==> config.mk <==
export PLATFORM = sky130hd
export DESIGN_NAME = cla_nibble_seq_adder_flat
export DESIGN_NICKNAME = d
export VERILOG_FILES = /design/src/rtl/cla_nibble_seq_adder_if.sv /design/src/rtl/cla_nibble_seq_adder.sv /design/src/flat_wrapper.sv
export SDC_FILE = /design/constraint.sdc
export NUM_CORES = 1
export LEC_CHECK = 0
export BUFFER_PORTS_ARGS = -buffer_cell sky130_fd_sc_hd__buf_2
export CAP_MARGIN = 15
export CORE_MARGIN = 4
export CORE_UTILIZATION = 45
export CTS_CLUSTER_DIAMETER = 100
export DETAILED_ROUTE_END_ITERATION = 16
export GPL_TIMING_DRIVEN = 0
export PLACE_DENSITY = 0.68
export SYNTH_ARGS = -nofsm -noshare
export SYNTH_HDL_FRONTEND = slang
export SYNTH_SLANG_ARGS = --single-unit
==> constraint.sdc <==
create_clock -name i_clk -period 3.95 [get_ports i_clk]
set_clock_uncertainty 0.15 [all_clocks]
set_input_delay 0.79 -clock i_clk [delete_from_list [all_inputs] [get_ports i_clk]]
set_output_delay 0.79 -clock i_clk [all_outputs]
set_load 0.02 [all_outputs]
==> src/rtl/cla_nibble_seq_adder_if.sv <==
// cla_nibble_seq_adder_if: operand/result valid-ready bundle for the nibble-serial CLA adder.
// SUB is present only when CLA_SEQ_SUB_EN is defined.
interface cla_nibble_seq_adder_if #(parameter int WIDTH = 16);
    logic             in_valid;
    logic             in_ready;
    logic [WIDTH-1:0] a;
    logic [WIDTH-1:0] b;
    logic             cin;
    logic             out_valid;
    logic             out_ready;
    logic [WIDTH-1:0] sum;
    logic             cout;
    logic             busy;
`ifdef CLA_SEQ_SUB_EN
    logic             sub;
    modport master (output in_valid, a, b, cin, sub, out_ready,
                    input  in_ready, out_valid, sum, cout, busy);
    modport slave  (input  in_valid, a, b, cin, sub, out_ready,
                    output in_ready, out_valid, sum, cout, busy);
`else
    modport master (output in_valid, a, b, cin, out_ready,
                    input  in_ready, out_valid, sum, cout, busy);
    modport slave  (input  in_valid, a, b, cin, out_ready,
                    output in_ready, out_valid, sum, cout, busy);
`endif
endinterface

==> src/rtl/cla_nibble_seq_adder.sv <==
// cla_nibble_seq_adder: WIDTH-bit add through one 4-bit CLA slice, one nibble per clock, LSB first.
// Optional CLA_SEQ_SUB_EN adds SUB (A-B via ~B and carry-in 1).
module cla_nibble_seq_adder #(
    parameter int WIDTH = 16
) (
    input logic                   i_clk,
    input logic                   i_rst_n,
    cla_nibble_seq_adder_if.slave bus
);
    localparam int NIBS = WIDTH / 4;
    localparam int CW   = NIBS > 1 ? $clog2(NIBS) : 1;

    typedef enum logic [1:0] {IDLE, RUN, DONE} state_t;

    state_t           r_state;
    logic [CW-1:0]    r_cnt;
    logic [WIDTH-1:0] r_a, r_b, r_sum;
    logic             r_carry, r_cout, r_out_valid, r_in_ready, r_busy;
    logic [WIDTH-1:0] w_b_ld;
    logic             w_c_ld;
    logic [3:0]       w_a, w_b, w_g, w_p, w_s;
    logic [4:0]       w_c;

`ifdef CLA_SEQ_SUB_EN
    assign w_b_ld = bus.sub ? ~bus.b : bus.b;
    assign w_c_ld = bus.sub | bus.cin;
`else
    assign w_b_ld = bus.b;
    assign w_c_ld = bus.cin;
`endif

    assign w_a = r_a[4*r_cnt +: 4];
    assign w_b = r_b[4*r_cnt +: 4];
    assign w_g = w_a & w_b;
    assign w_p = w_a ^ w_b;
    // Fully expanded lookahead carries: no carry depends on another computed carry
    assign w_c[0] = r_carry;
    assign w_c[1] = w_g[0] | (w_p[0] & r_carry);
    assign w_c[2] = w_g[1] | (w_p[1] & w_g[0]) | (w_p[1] & w_p[0] & r_carry);
    assign w_c[3] = w_g[2] | (w_p[2] & w_g[1]) | (w_p[2] & w_p[1] & w_g[0])
                  | (w_p[2] & w_p[1] & w_p[0] & r_carry);
    assign w_c[4] = w_g[3] | (w_p[3] & w_g[2]) | (w_p[3] & w_p[2] & w_g[1])
                  | (w_p[3] & w_p[2] & w_p[1] & w_g[0])
                  | (w_p[3] & w_p[2] & w_p[1] & w_p[0] & r_carry);
    assign w_s    = w_p ^ w_c[3:0];

    always_ff @(posedge i_clk or negedge i_rst_n)
        if (!i_rst_n) begin
            r_state     <= IDLE;
            r_cnt       <= '0;
            r_a         <= '0;
            r_b         <= '0;
            r_sum       <= '0;
            r_carry     <= 1'b0;
            r_cout      <= 1'b0;
            r_out_valid <= 1'b0;
            r_in_ready  <= 1'b0;
            r_busy      <= 1'b0;
        end else
            case (r_state)
                IDLE: begin
                    r_in_ready <= 1'b1;
                    if (bus.in_valid && r_in_ready) begin
                        r_a        <= bus.a;
                        r_b        <= w_b_ld;
                        r_carry    <= w_c_ld;
                        r_cnt      <= '0;
                        r_sum      <= '0;
                        r_in_ready <= 1'b0;
                        r_busy     <= 1'b1;
                        r_state    <= RUN;
                    end
                end
                RUN: begin
                    r_sum[4*r_cnt +: 4] <= w_s;
                    r_carry             <= w_c[4];
                    if (r_cnt == CW'(NIBS - 1)) begin
                        r_cout  <= w_c[4];
                        r_state <= DONE;
                    end else
                        r_cnt <= r_cnt + 1'b1;
                end
                DONE: begin
                    // Valid rises on the first DONE cycle; the handshake needs it already high
                    r_out_valid <= 1'b1;
                    if (r_out_valid && bus.out_ready) begin
                        r_out_valid <= 1'b0;
                        r_busy      <= 1'b0;
                        r_in_ready  <= 1'b1;
                        r_state     <= IDLE;
                    end
                end
                default: r_state <= IDLE;
            endcase

    assign bus.in_ready  = r_in_ready;
    assign bus.out_valid = r_out_valid;
    assign bus.sum       = r_sum;
    assign bus.cout      = r_cout;
    assign bus.busy      = r_busy;
endmodule
==> src/flat_wrapper.sv <==
// flat-port wrapper written by rule: the top's interface ports become plain ports
module cla_nibble_seq_adder_flat 
#(
    parameter int WIDTH = 16
)
  (i_clk, i_rst_n, bus_in_valid, bus_a, bus_b, bus_cin, bus_out_ready, bus_in_ready, bus_out_valid, bus_sum, bus_cout, bus_busy);
  cla_nibble_seq_adder_if #(.WIDTH(WIDTH)) bus_i ();
  input logic i_clk;
  input logic i_rst_n;
  input wire logic [$bits(bus_i.in_valid)-1:0] bus_in_valid;
  input wire logic [$bits(bus_i.a)-1:0] bus_a;
  input wire logic [$bits(bus_i.b)-1:0] bus_b;
  input wire logic [$bits(bus_i.cin)-1:0] bus_cin;
  input wire logic [$bits(bus_i.out_ready)-1:0] bus_out_ready;
  output wire logic [$bits(bus_i.in_ready)-1:0] bus_in_ready;
  output wire logic [$bits(bus_i.out_valid)-1:0] bus_out_valid;
  output wire logic [$bits(bus_i.sum)-1:0] bus_sum;
  output wire logic [$bits(bus_i.cout)-1:0] bus_cout;
  output wire logic [$bits(bus_i.busy)-1:0] bus_busy;
  assign bus_i.in_valid = bus_in_valid;
  assign bus_i.a = bus_a;
  assign bus_i.b = bus_b;
  assign bus_i.cin = bus_cin;
  assign bus_i.out_ready = bus_out_ready;
  assign bus_in_ready = bus_i.in_ready;
  assign bus_out_valid = bus_i.out_valid;
  assign bus_sum = bus_i.sum;
  assign bus_cout = bus_i.cout;
  assign bus_busy = bus_i.busy;
  cla_nibble_seq_adder #(.WIDTH(WIDTH)) u_core (.i_clk(i_clk), .i_rst_n(i_rst_n), .bus(bus_i));
endmodule
==> metrics.yaml, run 1 <==
ctsHoldBuffers: 0
synth_cell_type_count: 36
via_count: 1817
synth_cells: 199
place_congestion: 0.803
ios: 57
dp_hpwl_mm: 4.04
synth_warnings: 0
p_total_mw: 3.21
drc: 0
hold_class: "primary input to async pin"
register_area_sq_um: 1430
arrival_ns: 3.25
firstDrtPassIters: 6
wirelength_mm: 5.42
cts.sink_count: 57
ff2ff_path_depth: 7
fin_ws_ns: 0.814
htree_levels: 3
maxCapViolCount: 0
critPathMaxStageDelay_ns: 0.61
path_cells: "buf_2, mux4_2, ha_1, a21o_1, and4_4, or4_4, o21ai_1"
period_needed_ns: 3.14
avgSynthCellArea_sq_um: 13.3
endpoint_kind: "flip-flop"
die_h_um: 84.7
cts_buffers: 9
power_leakage_nw: 1.53
antenna_found_initial: 0
synth_nets: 246
n_fill_cell: 520
core_area_sq_um: 5610
cts_resized: 0
cp-start-kind: "flip-flop"
nNetsFinal: 314
diodes: 0
die_x_um: 84.7
die_area_sq_um: 7170
cts_root_buf: "clkbuf_8"
cts_setup_buffers: 0
drt_iter0_drc: 59
setup_violations: 0
ant_nets: 0
pre_cts_ws_ns: 0.777
synth_seq_cells: 57
cts_tree: "done"
synthesis.area_sq_um: 2650
viasPerCell: 5.28
tns_ns: 0
cp_slowest_cell: "mux4_2"
rrSetupSlack_ns: 0.81
max_freq_mhz: 319
start_util_pct: 47.2
critPathKind: "flip-flop to flip-flop"
grt_pass1_wl_mm: 9.41
area_growth_pct: 21.3
power-per-cell-area_nw_per_um2: 1000
period_share_pct: 79.4
ys_seq_area_share_pct: 53.9
cp.required_ns: 4.07
wl_per_cell_um: 15.8
multiInputGateArea_sq_um: 1170
clk_latency_ns: 0.34
slew_headroom_pct: 59.0
row_count: 27
rsz0062_at_grt: "no"
grt_overflow: 0
slew_viol_final: 0
grt_max_degree: 32
clkTransAtPathRegs_ns: 0.07
cp_max_fo: 10
hold_viol: 0
grt_pass1_vias: 1931
port_buffers: 56
r2r_start: "u_core.r_cnt[0]"
status: "finished clean"
reg2reg_to: "u_core.bus.sum[15]"
vdd_ir_drop_max_uv: 493
grt_use_total_pct: 17.1
tightest_slew_ns: 0.615
drive_gt1_share_pct: 43.8
cts_max_path_buffers: 2
==> registers in the layout (all words and copies together), names as in the netlist <==
register              count
u_core.bus.out_valid      1
u_core.r_b               16
u_core.bus.cout           1
u_core.r_carry            1
u_core.r_cnt              2
u_core.bus.in_ready       1
u_core.r_state            2
u_core.bus.sum           16
u_core.r_a               16
u_core.bus.busy           1
==> layout by cell type (no fill, tap or decap), types with 2 or more instances in the layout <==
cell type,synthesis,final
mux2_1,2,2
a21o_1,7,7
nand3_1,4,4
nor3_1,3,3
xnor2_1,2,2
a21oi_1,3,3
o21ai_0,5,5
a22o_1,8,8
inv_1,3,3
ha_1,9,9
mux4_2,8,8
nor2b_1,2,2
buf_4,3,3
buf_2,3,59
dfrtp_1,57,57
clkbuf_8,0,11
nand2_1,21,21
nor2_1,5,5
clkinv_2,0,3
and3_1,2,2
nand3b_1,2,2
clkbuf_1,1,3
nand2b_1,2,2
mux2_2,30,30
o21ai_1,4,4
==> Yosys cell counts <==
cell / number / area [sq um]
and3_1: 2 / 12.5
nand2b_1: 2 / 12.5
buf_4: 3 / 22.5
buf_2: 3 / 15.0
o22ai_1: 1 / 6.26
fa_1: 1 / 20.0
xnor2_1: 2 / 17.5
inv_1: 3 / 11.3
and4_4: 1 / 11.3
a22o_1: 8 / 70.1
or2_2: 1 / 6.26
nand3b_1: 2 / 15.0
mux2_1: 2 / 22.5
nor3_1: 3 / 15.0
mux2_2: 30 / 338
mux2i_1: 1 / 10.0
or4_4: 1 / 11.3
a2111oi_0: 1 / 8.76
nor4_1: 1 / 6.26
o21ai_1: 4 / 20.0
clkbuf_1: 1 / 3.75
a21oi_1: 3 / 15.0
nor4b_1: 1 / 8.76
o21a_1: 1 / 7.51
a22oi_1: 1 / 7.51
mux4_2: 8 / 180
nand3_1: 4 / 20.0
o221ai_1: 1 / 8.76
dfrtp_1: 57 / 1430
ha_1: 9 / 113
o21ai_0: 5 / 25.0
a21o_1: 7 / 52.6
nor2b_1: 2 / 12.5
nand2_1: 21 / 78.8
nor3_4: 1 / 16.3
nor2_1: 5 / 18.8
==> per-layer routing <==
layer / share of wire (%) / global-route usage (%) / vias up
li1: - / - / 866
met1: 43 / 21.1 / 894
met2: 48 / 27.1 / 49
met3: 6.6 / 6.08 / 8
met4: 1.9 / 7.34 / 0
met5: 0 / 0 / -
==> where the power goes <==
group          internal, mW  switching (mW)  leakage, nW
registers             0.861           0.155        0.704
logic                 0.781           0.929        0.733
clock network         0.259           0.229       0.0932
total                  1.90            1.31         1.53
==> metrics by stage <==
stage          instances  hold slack, ns  area [sq um]  util, %
2_1_floorplan        199           0.302          2650        -
3_3_place_gp         327           0.312          3020     53.8
3_5_place_dp         328           0.316          3040     54.1
4_1_cts              344           0.329          3210     57.3
5_1_grt              344           0.349          3210     57.3
6_report             344           0.305          3210     57.3
==> area by class of cell <==
class	instances	area share, %
clock inverter	3	0.468
sequential	57	44.4
tap	72	2.81
clock buffer	13	4.95
inverter	3	0.351
timing repair buffer	57	9.35
multi-input combinational	132	36.4
buffer	7	1.29
==> worst max-delay path by stage <==
stage                    start            endpoint  cells past startpoint
3_5_place_dp   u_core.r_cnt[0]  u_core.bus.sum[15]                      7
5_1_grt        u_core.r_cnt[0]   u_core.bus.sum[3]                      7
3_3_place_gp   u_core.r_cnt[0]   u_core.bus.sum[3]                      7
4_1_cts        u_core.r_cnt[0]  u_core.bus.sum[15]                      7
6_report       u_core.r_cnt[0]  u_core.bus.sum[15]                      7
2_1_floorplan  u_core.r_cnt[0]  u_core.bus.sum[15]                      7
==> kinds of logic after synthesis <==
| group | share of synthesized area, % |
|---|---|
| buf+inv | 1.99 |
| fa+ha+maj | 5.01 |
| flops | 53.9 |
| compound gates | 8.37 |
| xor+xnor | 0.662 |
| mux | 20.8 |
| simple gates | 9.27 |
==> worst max-delay path: cells and delay by family, from the launching register on <==
| kind | cells | cell delay (ns) |
|---|---|---|
| adders and majority gates | 1 | 0.34 |
| muxes | 1 | 0.61 |
| DFF | 1 | 0.50 |
| AOI/OAI and AO/OA | 2 | 0.33 |
| buffers and inverters | 1 | 0.38 |
| and+or+nand+nor | 2 | 0.75 |
(Power assumes the default switching activity.)
==> inputs of run 2 (changes only) <==
--- a/config.mk
+++ b/config.mk
@@ -12,7 +12,7 @@
 export CTS_CLUSTER_DIAMETER = 100
 export DETAILED_ROUTE_END_ITERATION = 16
 export GPL_TIMING_DRIVEN = 0
-export PLACE_DENSITY = 0.68
+export PLACE_DENSITY = 0.71
 export SYNTH_ARGS = -nofsm -noshare
 export SYNTH_HDL_FRONTEND = slang
 export SYNTH_SLANG_ARGS = --single-unit
==> constraint.sdc (replaced) <==
create_clock -name i_clk -period 2.6 [get_ports i_clk]
set_clock_uncertainty 0.15 [all_clocks]
set_input_delay 0.52 -clock i_clk [delete_from_list [all_inputs] [get_ports i_clk]]
set_output_delay 0.52 -clock i_clk [all_outputs]
set_load 0.02 [all_outputs]
==> run 2 against run 1 <==
The run now ends with negative setup slack left. First-iteration DRC count fell by 20%. Critical path depth unchanged. Clock power rose by 53%. Design area up 1.9%. Register-to-register slack worse by 0.82 ns. Clock-buffer cell count decreased by 1. Hold slack got worse by 0.24 ns. Sequential power rose by 51%. Highest routed layer unchanged.
==> metrics.yaml, run 2 (synthesis gave the netlist of run 1 again) <==
drc: 0
die_area_sq_um: 7170
hold_viol: 0
grt_pass1_wl_mm: 9.22
slew_viol_final: 0
die_x_um: 84.7
cts_buffers: 9
hold_ws_ns: 0.0634
switching_share_pct: 39.9
max_freq_mhz: 384
wl_per_cell_um: 15.8
rsz0062_at_grt: "yes"
final_common_cell: "buf_2"
cp_max_fo: 7
critPathMaxStageDelay_ns: 0.57
cp-start-kind: "flip-flop"
endpoint_kind: "flip-flop"
critPathKind: "flip-flop to flip-flop"
reg2reg_to: "u_core.bus.sum[15]"
row_count: 27
r2r_start: "u_core.r_cnt[0]"
tightest_slew_ns: 0.681
core_area_sq_um: 5610
dp_hpwl_mm: 4.00
drt_iter0_drc: 47
period_share_pct: 100
tns_ns: -0.0168
p_int_mw: 3.00
ant_nets: 0
endpoint: "u_core.bus.sum[15]"
post-route-util_pct: 58.3
violations: "negative setup slack"
arrival_ns: 2.72
cts_max_path_buffers: 2
hold_class: "primary input to async pin"
clkTransAtPathRegs_ns: 0.07
wirelength_mm: 5.47
die_h_um: 84.7
power-per-cell-area_nw_per_um2: 1520
rrSetupSlack_ns: -0.006
setup_violations: 3
place_congestion: 0.835
via_count: 1812
grt_use_total_pct: 16.9
cts.sink_count: 57
ios: 57
dpl-instance-area_sq_um: 3060
diodes: 0
port_buffers: 56
grt_max_degree: 31
p_seq_share_pct: 30.8
antenna_found_initial: 0
vdd_ir_drop_max_uv: 773
grt_pass1_vias: 1848
maxCapViolCount: 0
slew_headroom_pct: 54.6
cts_tree: "done"
cts_root_buf: "clkbuf_8"
ff2ff_path_depth: 7
pwr-share-clk_pct: 15.0
grt_overflow: 0
htree_levels: 3
pre_cts_ws_ns: -0.264
status: "finished with violations"
cp_slowest_cell: "mux4_2"
crit_start: "u_core.r_cnt[0]"
cp.required_ns: 2.71
power_frac_comb_pct: 54.2
period_needed_ns: 2.61
postLayoutCellArea_sq_um: 3270
fin_ws_ns: -0.00598
viasPerCell: 5.24
start_util_pct: 47.2
firstDrtPassIters: 4
nNetsFinal: 317
path_cells: "buf_12, mux4_2, ha_4, a21o_1, and4_4, or4_4, o21ai_1"
drive_gt1_share_pct: 46.0
layout_common_cells: "59 x buf_2, 56 x dfrtp_1, 30 x mux2_2"
area_growth_pct: 23.6
clk_latency_ns: 0.34
p_switching_mw: 1.99
power_leakage_nw: 1.56
## run 2: how the worst min path moves through the flow
stage | end | depth (start not counted) | slack (ns) | start
final | u_core.bus.sum[7] | 1 | 0.06 | i_rst_n
after global routing | u_core.bus.sum[7] | 1 | 0.09 | i_rst_n
after CTS | u_core.bus.sum[7] | 1 | 0.08 | i_rst_n
after detailed placement | u_core.bus.busy | 1 | 0.31 | u_core.bus.busy
after global placement | u_core.bus.busy | 1 | 0.31 | u_core.bus.busy
after floorplan | u_core.bus.busy | 0 | 0.07 | i_rst_n
## run 2: worst max-delay path: cells and delay by family, from the launching register on
| family | cells | cell delay, ns |
|---|---|---|
| AND/OR/NAND/NOR | 2 | 0.72 |
| multiplexers | 1 | 0.57 |
| adder cells (fa/ha/maj) | 1 | 0.27 |
| flip-flops | 1 | 0.39 |
| AO/OA/AOI/OAI | 2 | 0.30 |
| buffers and inverters | 1 | 0.14 |
## run 2: area by class of cell
cell class	count	area, sq um
timing repair buffer	60	323
tap	72	90.1
sequential	57	1430
multi-input combinational	132	1180
buffer	7	57.6
fill	526	2340
clock buffer	12	165
inverter	3	11.3
clock inverter	3	15.0
## run 2: power groups by stage
stage                     sequential, mW  combinational [mW]  clock [mW]
after global routing                1.60                2.95       0.822
after floorplan                     1.65                1.83           0
after CTS                           1.54                2.73       0.768
final                               1.54                2.70       0.746
after global placement              1.55                2.58           0
after detailed placement            1.57                2.62           0
## run 2: stage by stage
step,cells,power (mW)
6_report,346,4.98
4_1_cts,346,5.05
3_3_place_gp,327,4.13
5_1_grt,346,5.38
2_1_floorplan,199,3.48
3_5_place_dp,328,4.19
## run 2: repair_timing
item,4_1_cts,5_1_grt
endpoints found under the setup margin,13,4
resized for setup,4,1
pin swaps,1,0
hold buffers,0,0
buffers inserted,3,0
## run 2: layer usage
layer	part of all wire [%]	up-vias	global-route usage, %
met4	1.1	0	5.61
met1	43	879	21.8
met3	6.6	5	7.07
met2	49	54	25.8
met5	0	-	0
li1	-	874	-
